==> src/rtl/cve2_obi_mem_arbiter_pkg.sv <==
// Shared types and limits for the single-port OBI memory arbiter.
package cve2_obi_mem_arbiter_pkg;

  // Identifies which core interface issued a bus transaction.
  typedef enum logic {
    OBI_SRC_INSTR,
    OBI_SRC_DATA
  } obi_src_e;

  // Deepest source FIFO the arbiter supports; the count fits in ARB_CNT_W bits.
  localparam int unsigned ARB_MAX_OUTSTANDING_LIMIT = 4;
  localparam int unsigned ARB_CNT_W = 3;

endpackage

==> src/rtl/cve2_obi_mem_arbiter_src_fifo.sv <==
// Register-based FIFO of transaction sources, kept in issue order so each
// in-order bus response can be routed back to the interface that asked for it.
module cve2_arb_src_fifo
  import cve2_obi_mem_arbiter_pkg::*;
#(
  parameter int unsigned Depth = 2
) (
  input  logic                 clk,
  input  logic                 rst_n,
  input  logic                 push,
  input  obi_src_e             push_src,
  input  logic                 pop,
  output obi_src_e             head,
  output logic [ARB_CNT_W-1:0] count,
  output logic                 empty,
  output logic                 full
);

  localparam int unsigned PtrW = (Depth > 1) ? $clog2(Depth) : 1;
  localparam logic [PtrW-1:0] PtrLast = PtrW'(Depth - 1);
  localparam logic [ARB_CNT_W-1:0] DepthCnt = ARB_CNT_W'(Depth);

  obi_src_e             mem [Depth];
  logic [PtrW-1:0]      rd_ptr_q;
  logic [PtrW-1:0]      wr_ptr_q;
  logic [ARB_CNT_W-1:0] count_q;
  logic                 do_push;
  logic                 do_pop;

  function automatic logic [PtrW-1:0] ptr_next(input logic [PtrW-1:0] ptr);
    return (ptr == PtrLast) ? '0 : ptr + 1'b1;
  endfunction

  assign empty   = (count_q == '0);
  assign full    = (count_q == DepthCnt);
  assign count   = count_q;
  assign head    = mem[rd_ptr_q];
  // A pop on an empty FIFO is dropped; a push into a full FIFO only lands if a pop frees a slot.
  assign do_pop  = pop & ~empty;
  assign do_push = push & (~full | do_pop);

  // Storage needs no reset: entries are only read while the count says they are valid.
  always_ff @(posedge clk) begin
    if (do_push) begin
      mem[wr_ptr_q] <= push_src;
    end
  end

  // Pointers and occupancy; a simultaneous push and pop leaves the count unchanged.
  always_ff @(posedge clk) begin
    if (!rst_n) begin
      rd_ptr_q <= '0;
      wr_ptr_q <= '0;
      count_q  <= '0;
    end else begin
      if (do_push) begin
        wr_ptr_q <= ptr_next(wr_ptr_q);
      end
      if (do_pop) begin
        rd_ptr_q <= ptr_next(rd_ptr_q);
      end
      if (do_push && !do_pop) begin
        count_q <= count_q + 1'b1;
      end else if (do_pop && !do_push) begin
        count_q <= count_q - 1'b1;
      end
    end
  end

endmodule

==> src/rtl/cve2_obi_mem_arbiter.sv <==
// Shares one OBI memory port between instruction fetch and the LSU.
// Data wins by default, fetch is protected from starvation, a stalled request
// keeps its decision until granted, and responses are routed in issue order.
module cve2_obi_mem_arbiter
  import cve2_obi_mem_arbiter_pkg::*;
#(
  parameter int unsigned MaxOutstanding = 2,
  parameter int unsigned StarveLimit    = 4
) (
  input  logic        clk_i,
  input  logic        rst_ni,

  input  logic        instr_req_i,
  output logic        instr_gnt_o,
  output logic        instr_rvalid_o,
  input  logic [31:0] instr_addr_i,
  output logic [31:0] instr_rdata_o,
  output logic        instr_err_o,

  input  logic        data_req_i,
  output logic        data_gnt_o,
  output logic        data_rvalid_o,
  input  logic        data_we_i,
  input  logic [3:0]  data_be_i,
  input  logic [31:0] data_addr_i,
  input  logic [31:0] data_wdata_i,
  output logic [31:0] data_rdata_o,
  output logic        data_err_o,

  output logic        bus_req_o,
  input  logic        bus_gnt_i,
  input  logic        bus_rvalid_i,
  output logic        bus_we_o,
  output logic [3:0]  bus_be_o,
  output logic [31:0] bus_addr_o,
  output logic [31:0] bus_wdata_o,
  input  logic [31:0] bus_rdata_i,
  input  logic        bus_err_i,

  output logic [2:0]  outstanding_o,
  output logic        protocol_err_o
);

  localparam logic [3:0] StarveMax = 4'(StarveLimit);

  logic                 lock_q;
  obi_src_e             owner_q;
  logic [3:0]           starve_cnt_q;
  logic                 protocol_err_q;

  obi_src_e             winner;
  logic                 winner_valid;
  logic                 grant;
  logic                 resp_valid;

  obi_src_e             fifo_head;
  logic [ARB_CNT_W-1:0] fifo_count;
  logic                 fifo_empty;
  logic                 fifo_full;

  cve2_arb_src_fifo #(
    .Depth (MaxOutstanding)
  ) u_src_fifo (
    .clk      (clk_i),
    .rst_n    (rst_ni),
    .push     (grant),
    .push_src (winner),
    .pop      (bus_rvalid_i),
    .head     (fifo_head),
    .count    (fifo_count),
    .empty    (fifo_empty),
    .full     (fifo_full)
  );

  // Pick the winner: a locked decision stands, otherwise data unless fetch has waited too long.
  always_comb begin
    winner       = OBI_SRC_INSTR;
    winner_valid = 1'b0;
    if (lock_q) begin
      winner       = owner_q;
      winner_valid = (owner_q == OBI_SRC_DATA) ? data_req_i : instr_req_i;
    end else if (data_req_i && !(instr_req_i && (starve_cnt_q == StarveMax))) begin
      winner       = OBI_SRC_DATA;
      winner_valid = 1'b1;
    end else if (instr_req_i) begin
      winner       = OBI_SRC_INSTR;
      winner_valid = 1'b1;
    end
  end

  // Fullness uses the registered count, so a same-cycle response never re-opens the port early.
  assign bus_req_o   = winner_valid & ~fifo_full & rst_ni;
  assign grant       = bus_req_o & bus_gnt_i;
  assign instr_gnt_o = grant & (winner == OBI_SRC_INSTR);
  assign data_gnt_o  = grant & (winner == OBI_SRC_DATA);

  // Drive the winner's payload; fetches are always full-word reads.
  always_comb begin
    bus_addr_o  = instr_addr_i;
    bus_we_o    = 1'b0;
    bus_be_o    = 4'hF;
    bus_wdata_o = '0;
    if (winner == OBI_SRC_DATA) begin
      bus_addr_o  = data_addr_i;
      bus_we_o    = data_we_i;
      bus_be_o    = data_be_i;
      bus_wdata_o = data_wdata_i;
    end
  end

  // Responses with nothing outstanding are never forwarded.
  assign resp_valid     = bus_rvalid_i & ~fifo_empty & rst_ni;
  assign instr_rvalid_o = resp_valid & (fifo_head == OBI_SRC_INSTR);
  assign data_rvalid_o  = resp_valid & (fifo_head == OBI_SRC_DATA);
  assign instr_rdata_o  = instr_rvalid_o ? bus_rdata_i : '0;
  assign data_rdata_o   = data_rvalid_o ? bus_rdata_i : '0;
  assign instr_err_o    = instr_rvalid_o & bus_err_i;
  assign data_err_o     = data_rvalid_o & bus_err_i;

  assign outstanding_o  = fifo_count;
  assign protocol_err_o = protocol_err_q;

  // Arbitration state: decision lock, fetch starvation counter and the stray-response flag.
  always_ff @(posedge clk_i) begin
    if (!rst_ni) begin
      lock_q         <= 1'b0;
      owner_q        <= OBI_SRC_INSTR;
      starve_cnt_q   <= '0;
      protocol_err_q <= 1'b0;
    end else begin
      if (bus_req_o && !bus_gnt_i) begin
        lock_q  <= 1'b1;
        owner_q <= winner;
      end else begin
        lock_q  <= 1'b0;
      end

      if (!instr_req_i || instr_gnt_o) begin
        starve_cnt_q <= '0;
      end else if (data_gnt_o && (starve_cnt_q != StarveMax)) begin
        starve_cnt_q <= starve_cnt_q + 1'b1;
      end

      protocol_err_q <= bus_rvalid_i & fifo_empty;
    end
  end

endmodule

==> config.mk <==
export PLATFORM = sky130hd
export DESIGN_NAME = cve2_obi_mem_arbiter
export DESIGN_NICKNAME = d
export VERILOG_FILES = /design/src/rtl/cve2_obi_mem_arbiter_pkg.sv /design/src/rtl/cve2_obi_mem_arbiter_src_fifo.sv /design/src/rtl/cve2_obi_mem_arbiter.sv
export SDC_FILE = /design/constraint.sdc
export NUM_CORES = 1
export LEC_CHECK = 0
export BUFFER_PORTS_ARGS = -buffer_cell sky130_fd_sc_hd__buf_2
export CORE_AREA = 4 4 108 110
export CTS_BUF_LIST = sky130_fd_sc_hd__clkbuf_8
export CTS_CLUSTER_SIZE = 8
export DETAILED_ROUTE_END_ITERATION = 10
export DIE_AREA = 0 0 112 114
export GPL_TIMING_DRIVEN = 0
export PLACE_DENSITY = 0.57
export SLEW_MARGIN = 25
export SYNTH_ARGS = -nofsm -noshare
export SYNTH_HDL_FRONTEND = slang
export SYNTH_SLANG_ARGS = --single-unit
==> constraint.sdc <==
create_clock -name clk_i -period 3.4 [get_ports clk_i]
set_clock_uncertainty 0.15 [all_clocks]
set_input_delay 0.17 -clock clk_i [delete_from_list [all_inputs] [get_ports clk_i]]
set_output_delay 0.17 -clock clk_i [all_outputs]
set_load 0.05 [all_outputs]
==> impl_results.md, run 1 <==
* Initial DRC count at between 90 and 100
* TritonCTS buffer count at 3
* Status: finished, final reports clean
* Share of cells above drive strength 1 at a little over half
* CTS Buffer Depth at 2
* CP arrival at 2.33 ns
* Netlist cell types at 38
* Die X-Extent at 112 um
* Vias in the first global route at roughly 3000
* Total gr overflow at 0
* Post-synthesis sequential area ratio at 16.9%
* Power density over cell area at slightly below 500 nW/um2
* Number of synthesized register bits at 15
* DIE AREA at 12800 um2
* First-pass DRT Iterations at 4
* HPWL after DPL at ~8600 um
* Setup crit end kind: output pin
* Ranking of synthesized cells by area: and2_1 (33%), nand2_1 (20%), dfxtp_1 (14%)
* F_max at between 0.3 and 0.4 GHz
* Syn Area/Cell at about 6.3 um2
* Ports at about 280
* Worst slew margin relative to its limit at about two thirds
* Crit-path cells: inv_1 > ha_1 > and3b_1 > a21o_1 > buf_4 > inv_4 > buf_6 > buf_2 > nand2_1 > nand2_1 > buf_2
* Placed Cells at between 700 and 800
* Avg Vias per Cell at 4.09
* Skew-Pair Late Insertion Delay at 0.25 ns
* Worst hold path class: input pin to flip-flop
* Synth Cell Area at 1900 um2
* Routed len/inst at 13.6 um
* Initial antenna violation count at 0
* Worst-case vdd ir drop at 0.000204 V
* H-tree levels at 1
* Crit path required time at 3.08 ns
* Critical Path Start Type: flip-flop
* Num rows at 38
* Slowest-stage cell, CP: dfxtp_1
* Gr usage total at 13.8%
* Area delta synth->final at 86.1%
* Number of synthesis warnings at 0
* Post-route insts no fill at between 700 and 800
* CP delay by family, top: buffers and inverters
* Core area at roughly 11000 um2
* Final Hold Fails at 0
* Crit Path Class: flip-flop to output pin
* Leak Pwr at 2.24 nW
* Fin. max-slew vios at 0
* Final setup fails at 0
* Vias at roughly 3000
* Final net count at between 700 and 800
* R2R Setup Slk at slightly below 0.8 ns
* Setup TNS at 0 ns
* Drt drc at 0
* Setup Fix Bufs, Post-CTS at 0
* Post-DRT Antenna Nets at 0
* Total Wirelength at 9870 um
* Buf/Inv on CP at 6
* Initial Util at between 10% and 20%
* Die H at between 100 and 150 um
* First-pass GRT wire length at ~15000 um
* Worst Path Max Fanout at 10
* CTS Sinks at 15
* CTS tree: done
* Final period utilization at 77.8%
* Fin crit period at approximately 2.6 ns
* Synth top area share at 32.7%
* I/O Buffers at roughly 280
* Crit path largest cell delay at approximately 0.39 ns
* Reg clk slew, reported paths at about 0.07 ns
* Ant diodes at 0
* EDFF count, synth at 2
* Hold buffer count at CTS at 0
* Post-synth ARST share at 0%
* RSZ-0062 raised after global routing: no
* Largest net degree at the start of global routing at 12
* Syn Inst Count at between 200 and 300
* Slew @ Worst Pin at ~0.47 ns
* Syn Nets at around 440
* Yosys top cell by area: and2_1
* GP Congestion at between 0.9 and 1
* Top FF cell, synth: dfxtp_1
* Clock root buffer: clkbuf_8
* Post-cts sizing count at 0
* Max-cap violations at 0
[report_power, final]
group	switching, W	internal, W	leakage, nW
clock	0.0000647	0.0000811	0.0255
sequential	0.0000380	0.000218	0.125
combinational	0.000958	0.000340	2.09
[placed cells by master (no fill, tap or decap), types with 2 or more instances in the layout]
cell type	count
nand2b_1	4
a21oi_1	3
or3b_1	2
nand2_1	100
buf_2	287
or3_1	3
edfxtp_1	2
o21ai_0	2
buf_6	3
nand3_1	6
clkbuf_8	3
a211oi_1	2
inv_2	3
nand4_1	2
clkbuf_1	8
inv_1	6
dfxtp_1	13
a211oi_2	2
and2_1	99
ha_1	3
nor2_1	6
mux2i_1	3
buf_4	3
xor2_1	3
o22ai_1	2
[path summary, 6_finish.rpt]
path                             from             endpoint  cells after the start
setup / recovery      starve_cnt_q[0]       bus_addr_o[25]                     11
hold / removal           bus_rvalid_i       protocol_err_o                      3
setup reg to reg  u_src_fifo.count[0]  u_src_fifo.count[2]                     11
hold reg to reg   u_src_fifo.wr_ptr_q  u_src_fifo.wr_ptr_q                      2
[cell usage after synthesis (4+ instances only)]
cell type and count:
nand2b_1 4, nand3_1 6, buf_2 5, inv_1 6, nor2_1 6, dfxtp_1 13
nand2_1 100, and2_1 99, clkbuf_1 8
[sequential cells by signal, summed over array words and instances (netlist names), named ones only]
signal	count
starve_cnt_q	4
u_src_fifo.count	3
u_src_fifo.mem	2
lock_q	1
owner_q	1
protocol_err_o	1
u_src_fifo.rd_ptr_q	1
u_src_fifo.wr_ptr_q	1
[through the flow]
step / hold slack (ns) / util (%) / power [W] / worst slack, ns / area, um2
after detailed placement: 0.272 / 32.6 / 0.00156 / 0.773 / 3480
after global routing: 0.0165 / 33.0 / 0.00180 / 0.580 / 3530
after global placement: 0.264 / 32.6 / 0.00155 / 0.807 / 3480
after CTS: 0.00343 / 33.0 / 0.00172 / 0.728 / 3530
after floorplan: 0.104 / - / 0.00122 / 0.416 / 1900
final: 0.00747 / 33.0 / 0.00170 / 0.754 / 3530
[cells by family after synthesis]
family	Yosys count	synth area share (%)
AND/OR/NAND/NOR	228	61.8
adder cells (fa/ha/maj)	4	3.03
buffers and inverters	29	7.98
XOR/XNOR	3	1.39
AO/OA/AOI/OAI	17	7.32
multiplexers	3	1.58
flip-flops	15	16.9
[worst register-to-register path, delay by kind of cell (launching register included)]
| family | cells | cell delay (ns) |
|---|---|---|
| buf+inv | 3 | 0.32 |
| flops | 1 | 0.46 |
| fa+ha+maj | 2 | 0.54 |
| simple gates | 3 | 0.58 |
| compound gates | 2 | 0.35 |
| xor+xnor | 1 | 0.17 |
[cell type report]
cell class / instances / area (um2)
fill: 1194 / 7170
multi-input combinational: 255 / 1430
timing repair buffer: 282 / 1410
sequential: 15 / 320
tap: 140 / 175
buffer: 19 / 111
clock buffer: 3 / 41.3
inverter: 10 / 40.0
clock inverter: 1 / 5.00
[per-layer routing]
metal / up-vias / wire [um] / global-route usage (%)
li1: 1504 / - / -
met1: 1288 / 3590 / 14.7
met2: 168 / 5130 / 26.9
met3: 4 / 1110 / 4.19
met4: 0 / 51 / 2.48
met5: - / 0 / 0
Note: power is estimated with default switching activity, not from simulation.
==> run 2: changes to the inputs <==
- CORE_AREA: 4 4 108 110 -> 4 4 107 109
- DIE_AREA: 0 0 112 114 -> 0 0 111 113
- PLACE_DENSITY: 0.57 -> 0.6
- clock period: 3.4 -> 2.3 ns (I/O delays scaled with it)
==> run 2 against run 1 <==
  * Wire length grew 12%
  * Design area up 30%
  * Cell count grew 2.8%
  * Via count is 5.3% higher
  * Count of clock-buffer cells in the layout is the same
  * Core utilization rose by 10 points
  * Register-to-register slack lost 0.74 ns
  * Sequential share of layout area shrank 1.8 points
  * Combinational power up 88%
  * Largest power group unchanged
  * Highest routed layer unchanged
==> impl_results.md, run 2 (synthesis results as in run 1) <==
* Status: finished, final reports clean
* CP delay by family, top: simple AND/OR/NAND/NOR gates
* Routed wl met2 at 5870 um
* Die X-Extent at between 100 and 150 um
* Setup crit end kind: flip-flop
* Total gr overflow at 0
* Switching Power at about 0.0017 W
* Final net count at 749
* HPWL after DPL at approximately 8500 um
* CTS Sinks at 15
* Routed len/inst at 14.9 um
* Worst-case vdd ir drop at about 0.00045 V
* Initial antenna violation count at 1
* Fin crit period at between 2 and 2.5 ns
* Total Wirelength at 11100 um
* Internal at roughly 0.0013 W
* Num rows at 38
* H-tree levels at 1
* Final period utilization at 98.8%
* Worst hold path class: input pin to flip-flop
* Max reg flops at 4
* Fillcell total at 1091
* Post-DRT Antenna Nets at 0
* Critical Path Start Type: flip-flop
* Top Metal Used: met4
* Commonest non-fill, non-tap cell in the layout: buf_2
* Skew-Pair Late Insertion Delay at 0.24 ns
* R2R depth at 11
* Hold path cells at 2
* Initial DRC count at 86
* Crit path required time at around 2.3 ns
* Largest net degree at the start of global routing at 12
* Sequential power share at 13.0%
* Commonest cells after routing, fill and taps aside: buf_2 (217), and2_1 (83), nand2_1 (54), nand2_2 (39), buf_6 (32)
* Fin. max-slew vios at 0
* Crit-path cells: or3b_4 > o2111ai_4 > clkinv_4 > nand2_4 > inv_4 > ha_4 > inv_2 > fa_2 > xor2_1 > or3_1 > a21oi_2
* Switching part of the total at a little under three fifths
* Core area at around 11000 um2
* Area delta synth->final at 141%
* TritonCTS buffer count at 3
* RSZ-0062 raised after global routing: yes
* Avg Vias per Cell at approximately 4.2
* Met1 Wirelength at 4010 um
* Clock root buffer: clkbuf_8
* Crit Path Class: flip-flop to flip-flop
* Power density over cell area at between 600 and 700 nW/um2
* First-pass GRT wire length at about 15000 um
* I/O Buffers at roughly 280
* Setup TNS at 0 ns
* CTS Buffer Depth at 2
* Ports at between 200 and 300
* Leak Pwr at approximately 2.6 nW
* Gr usage total at around 15%
* Worst Path Max Fanout at 5
* Final setup fails at 0
* FF+latch area at between 300 and 400 um2
* Overall Power at 0.00306 W
* Max-cap violations at 0
* Fin Hold WS at just under 0.03 ns
* Die H at 113 um
* F_max at between 0.4 and 0.5 GHz
* CP arrival at 2.30 ns
* Crit path largest cell delay at between 0.3 and 0.4 ns
* Share of cells above drive strength 1 at between 60 and 70%
* GP Congestion at between 0.7 and 0.8
* Multi-input combinational cell area at between 1500 and 2000 um2
* Vias in the first global route at roughly 3000
* Combinational share of power at between 80% and 90%
* Final Hold Fails at 0
* Initial Util at around 18%
* DIE AREA at roughly 13000 um2
* Largest Register: starve_cnt_q
* Vias at approximately 3100
* CTS tree: done
* Slew @ Worst Pin at approximately 0.43 ns
* Met3 Wirelength at 1030 um
* Slowest-stage cell, CP: dfxtp_4
* Clock power share at 6.9%
* Reg clk slew, reported paths at ~0.06 ns
* Stages on worst setup path at 11
* Drt drc at 0
* Worst slew margin relative to its limit at a little under three quarters
* First-pass DRT Iterations at 4
* Buf/Inv on CP at 3
## run 2: cell count changes in the layout (fill, tap and decap cells not counted), moves of 21 or more
cell / change
nand2_2: +39
buf_4: +21
buf_2: -70
buf_6: +29
buf_8: +23
nand2_1: -46
## run 2: through the flow
step	instance area, um2	worst slack [ns]	util (%)	std cells
2_1_floorplan	1950	-0.101	-	299
3_3_place_gp	3540	-0.0522	33.4	721
3_5_place_dp	3540	-0.0812	33.4	721
4_1_cts	3910	0.000936	36.9	731
5_1_grt	4570	-0.0790	43.1	745
6_report	4570	0.0265	43.1	745
## run 2: worst paths after layout
path | end | slack [ns] | start
setup / recovery | u_src_fifo.count[2] | 0.03 | u_src_fifo.count[1]
hold / removal | lock_q | 0.03 | bus_gnt_i
setup reg to reg | u_src_fifo.count[2] | 0.03 | u_src_fifo.count[1]
hold reg to reg | protocol_err_o | 0.33 | u_src_fifo.count[1]
## run 2: layout make-up
class,instances,area share (%)
Clock buffer,3,0.903
Multi-Input combinational cell,255,36.7
Inverter,10,1.26
Buffer,19,3.80
Tap cell,140,3.83
Sequential cell,15,7.31
Timing Repair Buffer,301,46.0
Antenna cell,1,0.0547
Clock inverter,1,0.0821
## run 2: repair_timing
action | in CTS | in global routing
hold buffers | 1 | 0
setup buffers | 5 | 6
pin swaps | 0 | 32
endpoints found under the setup margin | 78 | 111
gates cloned | 0 | 7
gates resized for setup | 94 | 152
endpoints found under the hold margin | 1 | 0
## run 2: power by group through the flow
stage / Combinational, W / Sequential [W] / Clock, W
2_1_floorplan: 0.00138 / 0.000486 / 0
3_3_place_gp: 0.00196 / 0.000399 / 0
3_5_place_dp: 0.00197 / 0.000399 / 0
4_1_cts: 0.00214 / 0.000402 / 0.000217
5_1_grt: 0.00259 / 0.000409 / 0.000239
6_report: 0.00245 / 0.000398 / 0.000212
## run 2: metal layers
| metal | GRT usage, % | vias to the layer above |
|---|---|---|
| li1 | - | 1548 |
| met3 | 4.01 | 16 |
| met2 | 26.9 | 172 |
| met4 | 2.96 | 0 |
| met1 | 17.0 | 1386 |
| met5 | 0 | - |
==> run 3: changes to the inputs <==
- CORE_AREA: 4 4 107 109 -> 4 4 108 110
- DIE_AREA: 0 0 111 113 -> 0 0 112 114
- PLACE_DENSITY: 0.6 -> 0.57
- clock period: 2.3 -> 2.5 ns (I/O delays scaled with it)
==> run 3 against run 2 <==
  * Sequential share of layout area is 1.4 points higher
  * Core utilization shrank 7.3 points
  * Non-clock buffer count decreased by 13
  * Combinational power fell by 22%
  * Critical endpoint unchanged
  * Worst setup slack improved by 0.054 ns
  * Highest routed layer unchanged
  * Sequential cell count is the same
  * Die area is 1.8% higher
==> impl_results.md, run 3 (synthesis results as in run 1) <==
* Reg clk slew, reported paths at ~0.060 ns
* Final Hold Fails at 0
* Die H at between 100 and 150 um
* Status: finished, final reports clean
* First-pass GRT wire length at about 15000 um
* R2R depth at 11
* Setup TNS at 0 ns
* Hold Crit Endpoint: lock_q
* Crit-path cells: or3b_4 > o2111ai_4 > clkinv_4 > nand2_2 > inv_2 > ha_2 > inv_1 > fa_2 > xor2_1 > or3_1 > a21oi_1
* Crit path required time at between 2 and 3 ns
* Fin. max-slew vios at 0
* I/O Buffers at between 200 and 300
* Routed len/inst at between 10 and 15 um
* Commonest cells after routing, fill and taps aside: buf_2 (235), nand2_1 (99), and2_1 (99), buf_4 (32), clkbuf_4 (15)
* H-tree levels at 1
* Final period utilization at just under 100%
* F_max at 0.413 GHz
* Hold path cells at 2
* Crit path largest cell delay at around 0.36 ns
* Final setup fails at 0
* R2R Setup Slk at 0.08 ns
* Clock root buffer: clkbuf_8
* Critical Path Start Type: flip-flop
* Largest net degree at the start of global routing at 12
* Final net count at 736
* Slew @ Worst Pin at approximately 0.43 ns
* Critical R2R Launch: u_src_fifo.count[1]
* Power density over cell area at roughly 650 nW/um2
* Worst-case vdd ir drop at between 0.0002 and 0.0003 V
* Die X-Extent at about 110 um
* Post-DRT Antenna Nets at 0
* RSZ-0062 raised after global routing: yes
* CTS tree: done
* Drt drc at 0
* Initial Util at between 10% and 20%
* CTS Sinks at 15
* HPWL after DPL at around 8900 um
* Vias in the first global route at between 3000 and 4000
* GP Congestion at slightly below 1
* Fin crit period at between 2 and 2.5 ns
* Area delta synth->final at 102%
* DIE AREA at approximately 13000 um2
* Buf/Inv on CP at 3
* Share of cells above drive strength 1 at a little over half
* Skew-Pair Late Insertion Delay at 0.25 ns
* Initial antenna violation count at 1
* Hold_sp: bus_gnt_i
* Post-Place Setup Slack at approximately 0.052 ns
* Leak Pwr at between 2 and 2.5 nW
* Worst Path Max Fanout at 5
* Initial DRC count at 122
* Setup crit end kind: flip-flop
* Slowest-stage cell, CP: dfxtp_4
* Total gr overflow at 0
* Commonest non-fill, non-tap cell in the layout: buf_2
* CTS Buffer Depth at 2
* Worst slew margin relative to its limit at between 70% and 80%
* Ports at between 200 and 300
* Gr usage total at roughly 14%
* Worst hold path class: input pin to flip-flop
* Vias at slightly above 3000
* First-pass DRT Iterations at 4
* Core area at around 11000 um2
* Crit Path Class: flip-flop to flip-flop
* Largest Register: starve_cnt_q
* Max reg flops at 4
* Total Wirelength at approximately 10000 um
* TritonCTS buffer count at 3
* Max-cap violations at 0
* Worst flop-to-flop path endpoint: u_src_fifo.count[2]
* CP arrival at ~2.5 ns
* Avg Vias per Cell at around 4.2
* Final worst-path setup slack at about 0.081 ns
* Num rows at 38
* CP delay by family, top: simple AND/OR/NAND/NOR gates
run 3: power breakdown:
part / leakage (nW) / switching (W) / internal [W]
sequential: 0.128 / 0.0000578 / 0.000309
clock: 0.0255 / 0.0000881 / 0.000110
combinational: 2.17 / 0.00133 / 0.000587
total: 2.32 / 0.00148 / 0.00101
run 3: layer usage:
layer | vias to the layer above | track usage [%] | part of all wire (%)
li1 | 1523 | - | -
met1 | 1379 | 14.8 | 35
met2 | 187 | 28.1 | 52
met3 | 15 | 3.24 | 10
met4 | 0 | 3.21 | 1.7
met5 | - | 0 | 0
run 3: layout make-up:
cell class | count | area (um2)
fillers | 1125 | 6860
flip-flops and latches | 15 | 334
clock inverters | 1 | 5.00
clock buffers | 3 | 41.3
plain buffers | 19 | 148
well taps | 140 | 175
repair buffers | 288 | 1620
multi-input cells | 255 | 1460
diodes | 1 | 2.50
inverters | 10 | 45.0
run 3: how the worst max path moves through the flow:
| stage | endpoint | cells past startpoint | slack (ns) | start |
|---|---|---|---|---|
| floorplan | u_src_fifo.count[2] | 11 | 0.02 | u_src_fifo.count[1] |
| global placement | u_src_fifo.count[2] | 11 | 0.08 | u_src_fifo.count[1] |
| detailed placement | u_src_fifo.count[2] | 11 | 0.05 | u_src_fifo.count[1] |
| CTS | bus_wdata_o[7] | 10 | 0.004 | starve_cnt_q[0] |
| global route | u_src_fifo.count[2] | 11 | -0.02 | u_src_fifo.count[1] |
| finish | u_src_fifo.count[2] | 11 | 0.08 | u_src_fifo.count[1] |
run 3: stage by stage:
step	power (W)	cell area [um2]	std cells	hold slack, ns	util (%)
after CTS	0.00242	3660	726	0.0102	34.2
final	0.00248	3840	732	0.00301	35.9
after global routing	0.00263	3840	732	0.00579	35.9
after global placement	0.00215	3520	721	0.221	32.9
after detailed placement	0.00217	3520	721	0.245	32.9
after floorplan	0.00170	1930	299	0.0592	-
run 3: repair_timing:
item / CTS / global route
endpoints found under the hold margin: 1 / 0
pin swaps: 0 / 0
endpoints found under the setup margin: 30 / 86
hold buffers: 1 / 0
gates resized for setup: 32 / 51
setup buffers: 0 / 5
